<file path="config.mk">
export PLATFORM = sky130hd
export DESIGN_NAME = ps2_line_serializer
export DESIGN_NICKNAME = d
export VERILOG_FILES = /design/src/rtl/ps2_line_serializer_pkg.sv /design/src/rtl/ps2_line_serializer.sv
export SDC_FILE = /design/constraint.sdc
export NUM_CORES = 1
export LEC_CHECK = 0
export ABC_AREA = 1
export CORE_ASPECT_RATIO = 1.75
export CORE_UTILIZATION = 59
export DETAILED_ROUTE_END_ITERATION = 7
export PLACE_DENSITY = 0.87
export SETUP_SLACK_MARGIN = 0.15
export SLEW_MARGIN = 20
export SYNTH_ARGS = -nofsm -noshare
export SYNTH_HDL_FRONTEND = slang
export SYNTH_SLANG_ARGS = --single-unit
export TNS_END_PERCENT = 1
</file>
<file path="constraint.sdc">
create_clock -name clock -period 4.9 [get_ports clock]
set_input_delay 0.98 -clock clock [delete_from_list [all_inputs] [get_ports clock]]
set_output_delay 0.98 -clock clock [all_outputs]
set_load 0.01 [all_outputs]
</file>
<file path="src/rtl/ps2_line_serializer_pkg.sv">
// Shared definitions for the PS/2 line serializer and its companion line receiver:
// FSM encoding, line geometry defaults and the characters that end a line.
package ps2_line_serializer_pkg;

  typedef enum logic [1:0] {
    ST_IDLE = 2'd0,
    ST_SEND = 2'd1,
    ST_TERM = 2'd2,
    ST_DONE = 2'd3
  } line_state_t;

  localparam int         LINE_CHARS_DEF = 32;
  localparam logic [7:0] TERM_CHAR_DEF  = 8'h0a;
  localparam logic [7:0] NUL_CHAR       = 8'h00;

  // A NUL or the terminator itself ends the printable part of a line.
  function automatic logic is_line_end(input logic [7:0] c, input logic [7:0] term);
    return (c == NUL_CHAR) || (c == term);
  endfunction

endpackage

</file>
<file path="src/rtl/ps2_line_serializer.sv">
// Captures a fixed-width line of characters and streams it out one byte per
// valid/ready handshake, stopping at the first NUL/terminator and appending TERM_CHAR.
module ps2_line_serializer
  import ps2_line_serializer_pkg::*;
#(
  parameter int         LINE_CHARS = LINE_CHARS_DEF,
  parameter logic [7:0] TERM_CHAR  = TERM_CHAR_DEF
) (
  input  logic                    clock,
  input  logic                    resetn,
  input  logic [8*LINE_CHARS-1:0] line_in,
  input  logic                    line_load,
  input  logic                    char_ready,
  output logic                    busy,
  output logic [7:0]              char_out,
  output logic                    char_valid,
  output logic                    line_done
);

  localparam int                 IDX_W    = $clog2(LINE_CHARS + 1);
  localparam logic [IDX_W-1:0]   LAST_IDX = IDX_W'(LINE_CHARS);

  line_state_t             state, state_n;
  logic [IDX_W-1:0]        idx, idx_n, idx_inc;
  logic [8*LINE_CHARS-1:0] shadow, shadow_n;

  logic [7:0] char_n;
  logic       valid_n;
  logic       busy_n;
  logic       done_n;

  // Slot k sits at the top end of the line for k=0; positions past the line read as NUL.
  function automatic logic [7:0] slot_at(input logic [8*LINE_CHARS-1:0] line,
                                         input logic [IDX_W-1:0]        i);
    if (i >= LAST_IDX) return NUL_CHAR;
    return line[8*(LINE_CHARS - int'(i)) - 1 -: 8];
  endfunction

  assign idx_inc = idx + IDX_W'(1);

  // Next-state logic. On a transfer the following slot is inspected so the
  // terminator follows the last printable character with no idle gap.
  always_comb begin
    state_n  = state;
    idx_n    = idx;
    shadow_n = shadow;
    case (state)
      ST_IDLE: begin
        if (line_load) begin
          shadow_n = line_in;
          idx_n    = '0;
          state_n  = ST_SEND;
        end
      end
      ST_SEND: begin
        if (!char_valid) begin
          state_n = ST_TERM;
        end else if (char_ready) begin
          idx_n = idx_inc;
          if ((idx_inc == LAST_IDX) || is_line_end(slot_at(shadow, idx_inc), TERM_CHAR))
            state_n = ST_TERM;
        end
      end
      ST_TERM: begin
        if (char_ready) state_n = ST_DONE;
      end
      ST_DONE: state_n = ST_IDLE;
      default: state_n = ST_IDLE;
    endcase
  end

  // Output values for the state being entered, so the outputs leave a flop.
  always_comb begin
    char_n  = NUL_CHAR;
    valid_n = 1'b0;
    busy_n  = 1'b0;
    done_n  = 1'b0;
    case (state_n)
      ST_SEND: begin
        char_n  = slot_at(shadow_n, idx_n);
        valid_n = !is_line_end(char_n, TERM_CHAR);
        busy_n  = 1'b1;
      end
      ST_TERM: begin
        char_n  = TERM_CHAR;
        valid_n = 1'b1;
        busy_n  = 1'b1;
      end
      ST_DONE: done_n = 1'b1;
      default: ;
    endcase
  end

  always_ff @(posedge clock or negedge resetn) begin
    if (!resetn) begin
      state      <= ST_IDLE;
      idx        <= '0;
      shadow     <= '0;
      char_out   <= NUL_CHAR;
      char_valid <= 1'b0;
      busy       <= 1'b0;
      line_done  <= 1'b0;
    end else begin
      state      <= state_n;
      idx        <= idx_n;
      shadow     <= shadow_n;
      char_out   <= char_n;
      char_valid <= valid_n;
      busy       <= busy_n;
      line_done  <= done_n;
    end
  end

endmodule

</file>
==> results.tsv <==
stage	metric	value	unit
timing	Slew Limit Fails	0	
pwr	Int Pwr	7330	uW
layout	Area growth, synth to finish	23.8	%
global_route	number of global-route vias before repair	18175	
layout	most frequent cells in the layout	nand2_1 (808), inv_1 (344), nand3_1 (312), dfrtp_1 (275), clkdlybuf4s50_1 (268)	
die	Initial Utilization	0.601	
drt	Post-Route WL	66600	um
pwr	Max rail drop VDD	0.000452	V
drt	wire length per cell	22.0	um
clocking	Clock transition at path regs	0.06	ns
global_route	total global routing overflow	0	
critical_path	worst r2r path cells	22	
die	Die Height	223	um
critical_path	crit-path max cell delay	0.54	ns
pwr	Pleak	0.0104	uW
timing	Hold WS	0.432	ns
timing	setup TNS	0	ns
drt	1st-pass router iterations	8	
timing	worst slew pin tran	1.06	ns
logic_synthesis	number of enable flip-flop cells after synthesis	0	
timing	final hold vios	0	
logic_synthesis	top_reg_cell synth	dfrtp_1	
worst_hold_path	min-delay worst type	primary input to async pin	
critical_path	Critical Path Slowest Stage Cell	buf_4	
clocking	total clock sinks	275	
logic_synthesis	Avg Synthesized Cell Area	6.73	um2
die	Ports	271	
timing	Max Freq	225	MHz
clocking	Worst-Skew Late Latency	0.56	ns
layout	final net count	2900	
global_route	GRT Total Usage	0.471	
pwr	sw frac	0.517	
logic_synthesis	Area contributors post-synth	dfrtp_1 (42%), nand2_1 (18%), nand3_1 (9.5%)	
layout	layout cell share with drive strength beyond 1	0.0494	
placed_design	dpl hpwl	45300	um
critical_path	critical-path cell list	buf_12, inv_2, buf_4, nand2_1, o221ai_1, nand2_1, nand3_1, nand3_1, nand2_1, o21ai_0, nand4_1, nand2_1, nand3_1, nand3_1, nand2_1, inv_1, ha_1, inv_1, nand2_1, buf_4, nor2_1, buf_4	
clocking	CTS tree	built	
critical_path	Worst setup EP type	flip-flop	
timing	period utilisation layout	0.906	
logic_synthesis	Post-Syn Area	16400	um2
logic_synthesis	register bit total from synthesis	275	
die	Core ar.	27300	um2
global_route	met2 usage	0.742	
global_route	met1 global-route usage	0.522	
layout	commonest non-fill, non-tap cell in the layout	nand2_1	
pwr	Seq pwr share	0.254	
layout	# fillers	2113	
outcome	status	finished with violations	
critical_path	FF-to-FF End	char_out[5]	
logic_synthesis	synth unique cells	38	
run	number of max-cap violations	0	
drt	First DRT Iteration DRCs	2348	
placed_design	RePlAce Congestion	0.991	
global_route	antenna violations before repair	5	
critical_path	crit path kind	flip-flop to flip-flop	
logic_synthesis	Syn Inst Count	2440	
logic_synthesis	Synth top area share	0.419	
pwr	Pwr Density	746	nW/um2
critical_path	Req. time, crit path	5.40	ns
logic_synthesis	syn_nets	2705	
layout	Register Area	6880	um2
timing	Worst Skew	0.00967	ns
pwr	Comb power frac	0.608	
clocking	Clock Path Buffers	3	
critical_path	worst-path maximum fanout	44	
critical_path	FF-to-FF Start	idx[0]	
global_route	met3 Use GR	0.104	
global_route	largest net degree at the start of global routing	136	
die	Die Area	28500	um2
layout	Layout Utilization	0.744	
clocking	H-Tree Depth	1	
pwr	Total Power	15200	uW
global_route	GRT busiest layer	met2	
timing	fin crit period	4.44	ns
clocking	clock root buffer	clkbuf_16	
logic_synthesis	Ys Warns	0	
logic_synthesis	register area share after synthesis	0.419	
timing	RSZ-0062 raised after global routing	false	
critical_path	flop2flop setup slack	0.46	ns
pwr	P_sw	7840	uW
logic_synthesis	FFs w/ async S/R, synth	1.00	
clocking	Num CTS Buffers	26	
critical_path	Data arrival, critical path	4.94	ns
clocking	Post CTS Setup Buffer Count	0	
layout	Multi-input gate area	7530	um2
pwr	clock network fraction of design power	0.137	
die	die width	128	um
drt	DR vias	18288	
global_route	first-pass GRT wire length	100000	um
die	Core Rows	80	
outcome	failing checks	DRC	
timing	Final setup viols	0	
logic_synthesis	Synth area leader	dfrtp_1	
timing	Max-Slew Margin vs Limit	0.291	
drt	DRC Markers	1	
critical_path	Crit path top cell by count	nand2_1	
drt	vias per cell	6.04	
critical_path	CP startpoint kind	flip-flop	
placed_design	port buffer count	270	
drt	final antenna-violating net count	0	
registers in the layout, summed over array words and instances (netlist names):
signal	count
shadow	256
idx	6
line_done	1
char_out	8
state	2
char_valid	1
busy	1
metrics by stage:
step / area, um2 / std cells / setup slack [ns]
4_1_cts: 20300 / 3023 / 0.514
2_1_floorplan: 16400 / 2440 / 1.25
3_5_place_dp: 19500 / 2976 / 0.530
3_3_place_gp: 19500 / 2976 / 0.577
5_1_grt: 20300 / 3027 / 0.312
6_report: 20300 / 3028 / 0.460
synth_stat cells (2+ instances only):
library cell,instances
a21oi_1,57
a22oi_1,8
and2_1,2
buf_1,10
buf_2,68
buf_4,3
clkbuf_1,75
clkinv_1,5
dfrtp_1,275
ha_1,5
inv_1,344
inv_2,14
nand2_1,809
nand2_2,8
nand2_4,2
nand3_1,312
nand3_2,2
nand4_1,20
nor2_1,75
nor2_4,2
nor3_1,8
o2111ai_1,13
o211ai_1,12
o21ai_0,92
o21ai_1,123
o221ai_1,6
o22ai_1,76
o31ai_1,2
xnor2_1,3
worst max-delay path by stage:
stage | from | endpoint | slack (ns) | cells after the start
floorplan | line_load | char_valid | 1.25 | 22
global placement | char_ready | char_valid | 0.58 | 22
detailed placement | char_ready | char_valid | 0.53 | 23
CTS | idx[0] | char_out[5] | 0.51 | 23
global route | idx[0] | char_out[5] | 0.31 | 26
finish | idx[0] | char_out[5] | 0.46 | 22
cells by family (layout without fill, tap and decap cells):
kind of cell | Yosys count | after routing | share of synthesized area
other | 0 | 5 | 0
multiplexers | 2 | 2 | 0.00129
adder cells (fa/ha/maj) | 5 | 5 | 0.00381
XOR/XNOR | 4 | 4 | 0.00213
flip-flops | 275 | 275 | 0.419
AO/OA/AOI/OAI | 390 | 390 | 0.132
buffers and inverters | 519 | 733 | 0.124
AND/OR/NAND/NOR | 1245 | 1245 | 0.317
timing repair:
item / in CTS / in global routing
hold buffers: 0 / 0
gates resized for setup: 0 / 1
setup endpoints to repair: 0 / 2
worst max-delay path: cells and delay by family, from the launching register on:
family	cells	cell delay, ns
flops	1	0.42
compound gates	2	0.39
fa+ha+maj	1	0.28
simple gates	12	1.97
buf+inv	7	1.32
power groups by stage:
stage | Sequential [uW] | Combinational, uW | Clock, uW
floorplan | 3700 | 5810 | 0
global placement | 3800 | 8600 | 0
detailed placement | 3860 | 8760 | 0
CTS | 3820 | 8850 | 2080
global route | 3930 | 9960 | 2170
finish | 3860 | 9230 | 2090
cell type report:
cell class / count / share of cell area
Clock buffer: 40 / 0.0391
Multi-Input combinational cell: 1646 / 0.370
Timing Repair Buffer: 323 / 0.159
Tap cell: 369 / 0.0227
Clock inverter: 7 / 0.00326
Sequential cell: 275 / 0.338
Inverter: 363 / 0.0670
Antenna cell: 5 / 0.000615
routing by layer:
layer  up-vias  part of all wire
met5         -           0.00035
met4         4              0.11
met3       443              0.10
met2      1285              0.46
met1      8362              0.33
li1       8194                 -
Power figures use the tool's default switching activity.
==> RTL edit 1, RTL diff (same flow settings) <==
Make the reset (`resetn`) synchronous in one clocked block.
--- a/src/rtl/ps2_line_serializer.sv
+++ b/src/rtl/ps2_line_serializer.sv
@@ -91,7 +91,7 @@
     endcase
   end
 
-  always_ff @(posedge clock or negedge resetn) begin
+  always_ff @(posedge clock) begin
     if (!resetn) begin
       state      <= ST_IDLE;
       idx        <= '0;
Formal check against the unedited RTL: differs if resetn is asserted again (counterexample within 4 cycles, from zero or initial values and one cycle with resetn low); with resetn held inactive, the same outputs for 4 cycles.
==> RTL edit 1 against the unedited design <==
- routed wire length fell by 0.88%
- area after synthesis is 2.7% higher
- sequential cell count is the same
- worst setup slack improved by 0.17 ns
- core utilization is 1.2 points lower
- final area rose by 1.0%
- fmax rose by 4.0%
- die area rose by 2.6%
- critical endpoint is now char_out[7]$_SDFF_PN0_
Power is not compared: it rests on default switching activity, and its combinational part moved more than twofold at a synthesized area within 25%.
==> RTL edit 1: results (changes against the unedited design) <==
metric,value,unit,change
crit-path max cell delay,0.43,ns,-0.11 ns
"Distinct cells, synth",33,,-13%
Inserted Clock Buffers,27,,+3.8%
RR Startpoint,idx[1]$_SDFF_PN0_,,
initial antenna violation count,2,,-3
R2R Setup Slk,0.63,ns,+0.17 ns
outcome,"complete, no violations",,
Worst EP arrival,4.77,ns,-0.17 ns
DR pass1 iterations,6,,-2
largest cells by area after synthesis,"dfxtp_1, nand2_1, nand3_1",,
Placement Setup Slack,0.5380,ns,+0.007579 ns
vias in the first global route,18810,,+3.5%
fmax,0.2341,GHz,+4.0%
r2r endpoint,char_out[7]$_SDFF_PN0_,,
GRT Total Usage,45.27,%,-1.8 points
routability cong.,1.029,,+3.9%
dpl hpwl,45450,um,+0.36%
measured slew at the worst slew-check pin,0.9034,ns,-0.1602 ns
"Seq/Total Area, Yosys",32.64,%,-9.3 points
critical-path maximum fanout,29,,-34%
Worst Skew,0.01362,ns,+0.003942 ns
first-pass GRT wire length,100200,um,+0.24%
Initial DRC Count,2027,,-14%
filler cell count in the final layout,2428,,+15%
synth cell count leaders,"nand2_1, inv_1, nand3_1",,
Worst Hold Class,flop to flop,,
"Net Count, Synth",3064,,+13%
==> RTL edit 1: cell types whose count changed in the layout (fill, tap and decap cells not counted), moves of 51 or more <==
cell	unedited run	this run
dfrtp_1	275	0
a21oi_1	57	130
dfxtp_1	0	274
o21a_1	0	122
o21ai_1	123	11
nor2_1	75	272
nand2_1	808	864
o22ai_1	75	24
==> RTL edit 1: layout make-up <==
class	instances	area share (%)
Antenna cell	3	0.03653
Clock buffer	37	3.812
Clock inverter	9	0.4810
Inverter	368	6.759
Multi-Input combinational cell	1972	44.53
Sequential cell	275	26.80
Tap cell	373	2.271
Timing Repair Buffer	319	15.31
==> RTL edit 1: cell families after synthesis <==
family	count (synthesis)	synth area share, %
flip-flops	275	32.64
multiplexers	4	0.2374
AO/OA/AOI/OAI	468	16.89
adder cells (fa/ha/maj)	5	0.3709
buffers and inverters	552	13.35
AND/OR/NAND/NOR	1495	36.51
==> RTL edit 1: metrics by stage <==
stage | hold WS, ns | std cells | instance area (um^2)
finish | 0.4889 | 3356 | 20550
global route | 0.5007 | 3355 | 20550
CTS | 0.4858 | 3353 | 20530
detailed placement | 0.4754 | 3307 | 19650
global placement | 0.4690 | 3307 | 19650
floorplan | 0.4580 | 2799 | 16860
==> RTL edit 1: worst reg2reg max path, delay by kind of cell, from the launching register on <==
family	cells	cell delay (ns)
and+or+nand+nor	16	2.27
buffers and inverters	3	0.71
adders and majority gates	2	0.61
DFF	1	0.43
AOI/OAI and AO/OA	1	0.20
==> RTL edit 1: routing by layer <==
| metal | vias up | share of wire (%) | track usage, % |
|---|---|---|---|
| li1 | 9181 | - | - |
| met1 | 8714 | 33 | 48.04 |
| met2 | 1198 | 47 | 72.95 |
| met3 | 378 | 11 | 11.18 |
| met4 | 0 | 9.9 | 41.60 |
| met5 | - | 0 | 0 |
==> RTL edit 2, RTL diff (same settings) <==
Made on the original files. The package constant `LINE_CHARS_DEF` goes from 32 to 16.
--- a/src/rtl/ps2_line_serializer_pkg.sv
+++ b/src/rtl/ps2_line_serializer_pkg.sv
@@ -9,7 +9,7 @@
     ST_DONE = 2'd3
   } line_state_t;
 
-  localparam int         LINE_CHARS_DEF = 32;
+  localparam int         LINE_CHARS_DEF = 16;
   localparam logic [7:0] TERM_CHAR_DEF  = 8'h0a;
   localparam logic [7:0] NUL_CHAR       = 8'h00;
 
Ports: changed (resized line_in); port bits go from 271 to 143. No check against the original RTL was run, so the function may have changed too.
==> RTL edit 2 against the unedited design <==
- final area is 49% lower
- count of clock-buffer cells in the layout is 22 lower
- area after synthesis is 50% lower
- die area is 49% lower
- sequential cell count is 129 lower
- clock skew is 0.0033 ns lower
- non-clock buffer count is 155 lower
- routed wire length is 57% lower
- synthesized cell count is 52% lower
- power is 47% lower
- fmax is 2.1% higher
- worst setup slack better by 0.093 ns
- largest cell class unchanged
- largest power group unchanged
- highest routed layer is now met4
==> RTL edit 2: results (changes against the unedited design) <==
metric,value,unit,change
critical-path maximum fanout,9,,-80%
routability cong.,0.9927,,+0.20%
Rel. slew slack,41.63,%,+13 points
placed cells,1461,,-51%
Syn Inst Count,1180,,-52%
largest cells by area after synthesis,"dfrtp_1, nand2_1, nand3_1",,
Worst path slowest cell,ha_1,,
Worst EP arrival,4.65,ns,-0.29 ns
Vias/cell,6.009,,-0.51%
dpl hpwl,19210,um,-58%
Worst Hold Slack,0.5036,ns,+0.07128 ns
P_leak,5.252,nW,-49%
maximum VDD drop,0.5482,mV,+21%
Initial DRC Count,942,,-60%
filler cell count in the final layout,991,,-53%
"Net Count, Synth",1318,,-51%
"Seq/Total Area, Yosys",44.17,%,+2.3 points
GRT Total Usage,40.83,%,-6.3 points
DR pass1 iterations,6,,-2
Clock Tree Buf Depth,2,,-1
largest net degree at the start of global routing,94,,-31%
port bufs,142,,-47%
crit-path max cell delay,0.74,ns,+0.20 ns
Worst Hold Class,flop to flop,,
Inserted Clock Buffers,17,,-35%
crit path kind,flop to flop,,
first-pass GRT wire length,44390,um,-56%
Worst-path clk slew,0.06,ns,about the same
H-tree Lvls,4,,+3
clock latency at the later pin of the worst-skew pair,0.43,ns,-0.13 ns
share of layout cells above drive strength 1,6.829,%,+1.9 points
Worst Skew,0.006335,ns,-0.003340 ns
worst setup path endpoint,char_out[3]$_DFF_PN0_,,
DR vias,8965,,-51%
setup ws final,0.5522,ns,+0.09254 ns
Placement Setup Slack,0.7426,ns,+0.2121 ns
placed cell area,9806,um^2,-50%
multi-input logic area,3849,um^2,-49%
outcome,"complete, no violations",,
Worst Setup SP,idx[1]$_DFF_PN0_,,
DR WL/cell,18.98,um,-14%
R2R depth,17,,-23%
# diodes,0,,-5
fin nets,1444,,-50%
synth cell count leaders,"nand2_1, dfrtp_1, nand3_1",,
Top Registers,"shadow x128, char_out x8, idx x5",,
initial antenna violation count,0,,-5
==> RTL edit 2: cell types whose count changed after synthesis, moves of 30 or more <==
cell / before / now
nand2_1: 809 / 469
dfrtp_1: 275 / 146
nor2_1: 75 / 45
o21ai_1: 123 / 29
o22ai_1: 76 / 5
nand3_1: 312 / 120
clkbuf_1: 75 / 18
buf_2: 68 / 29
inv_1: 344 / 108
==> RTL edit 2: worst reg2reg max path, cell delays in order, from the launching register on <==
cell     delay (ns)
dfrtp_1        0.43
ha_1           0.74
inv_1          0.40
nor4_1         0.36
o21ai_0        0.13
a21oi_1        0.44
o21ai_0        0.17
nand3_1        0.10
nand3_1        0.08
nand2_1        0.15
nand2_1        0.09
nand2_1        0.08
nand2_1        0.05
nand2_1        0.12
ha_1           0.25
inv_1          0.09
nand2_1        0.19
o21ai_0        0.36
==> RTL edit 2: cell families after synthesis <==
family	share of synthesized area, %
and+or+nand+nor	34.82
buffers and inverters	9.423
AOI/OAI and AO/OA	10.26
DFF	44.17
adders and majority gates	0.9076
xor gates and xnor gates	0.4236
==> RTL edit 2: cell type report <==
type,instances,area share (%)
clock inverters,13,1.893
repair buffers,168,15.73
clock buffers,18,4.206
flip-flops and latches,146,34.99
inverters,118,4.242
well taps,174,2.085
multi-input cells,855,36.86
==> RTL edit 2: layer usage <==
metal	track usage (%)	vias to the layer above	share of wire [%]
li1	-	4029	-
met1	44.06	4063	34
met2	67.88	667	48
met3	9.647	206	9.7
met4	33.86	0	8.7
met5	0	-	0
==> RTL edit 2: report_power, final <==
| group | total, mW | internal [mW] | switching, mW |
|---|---|---|---|
| clock network | 1.41 | 0.874 | 0.540 |
| logic | 4.63 | 1.44 | 3.19 |
| registers | 2.03 | 1.75 | 0.276 |
| total | 8.07 | 4.07 | 4.00 |
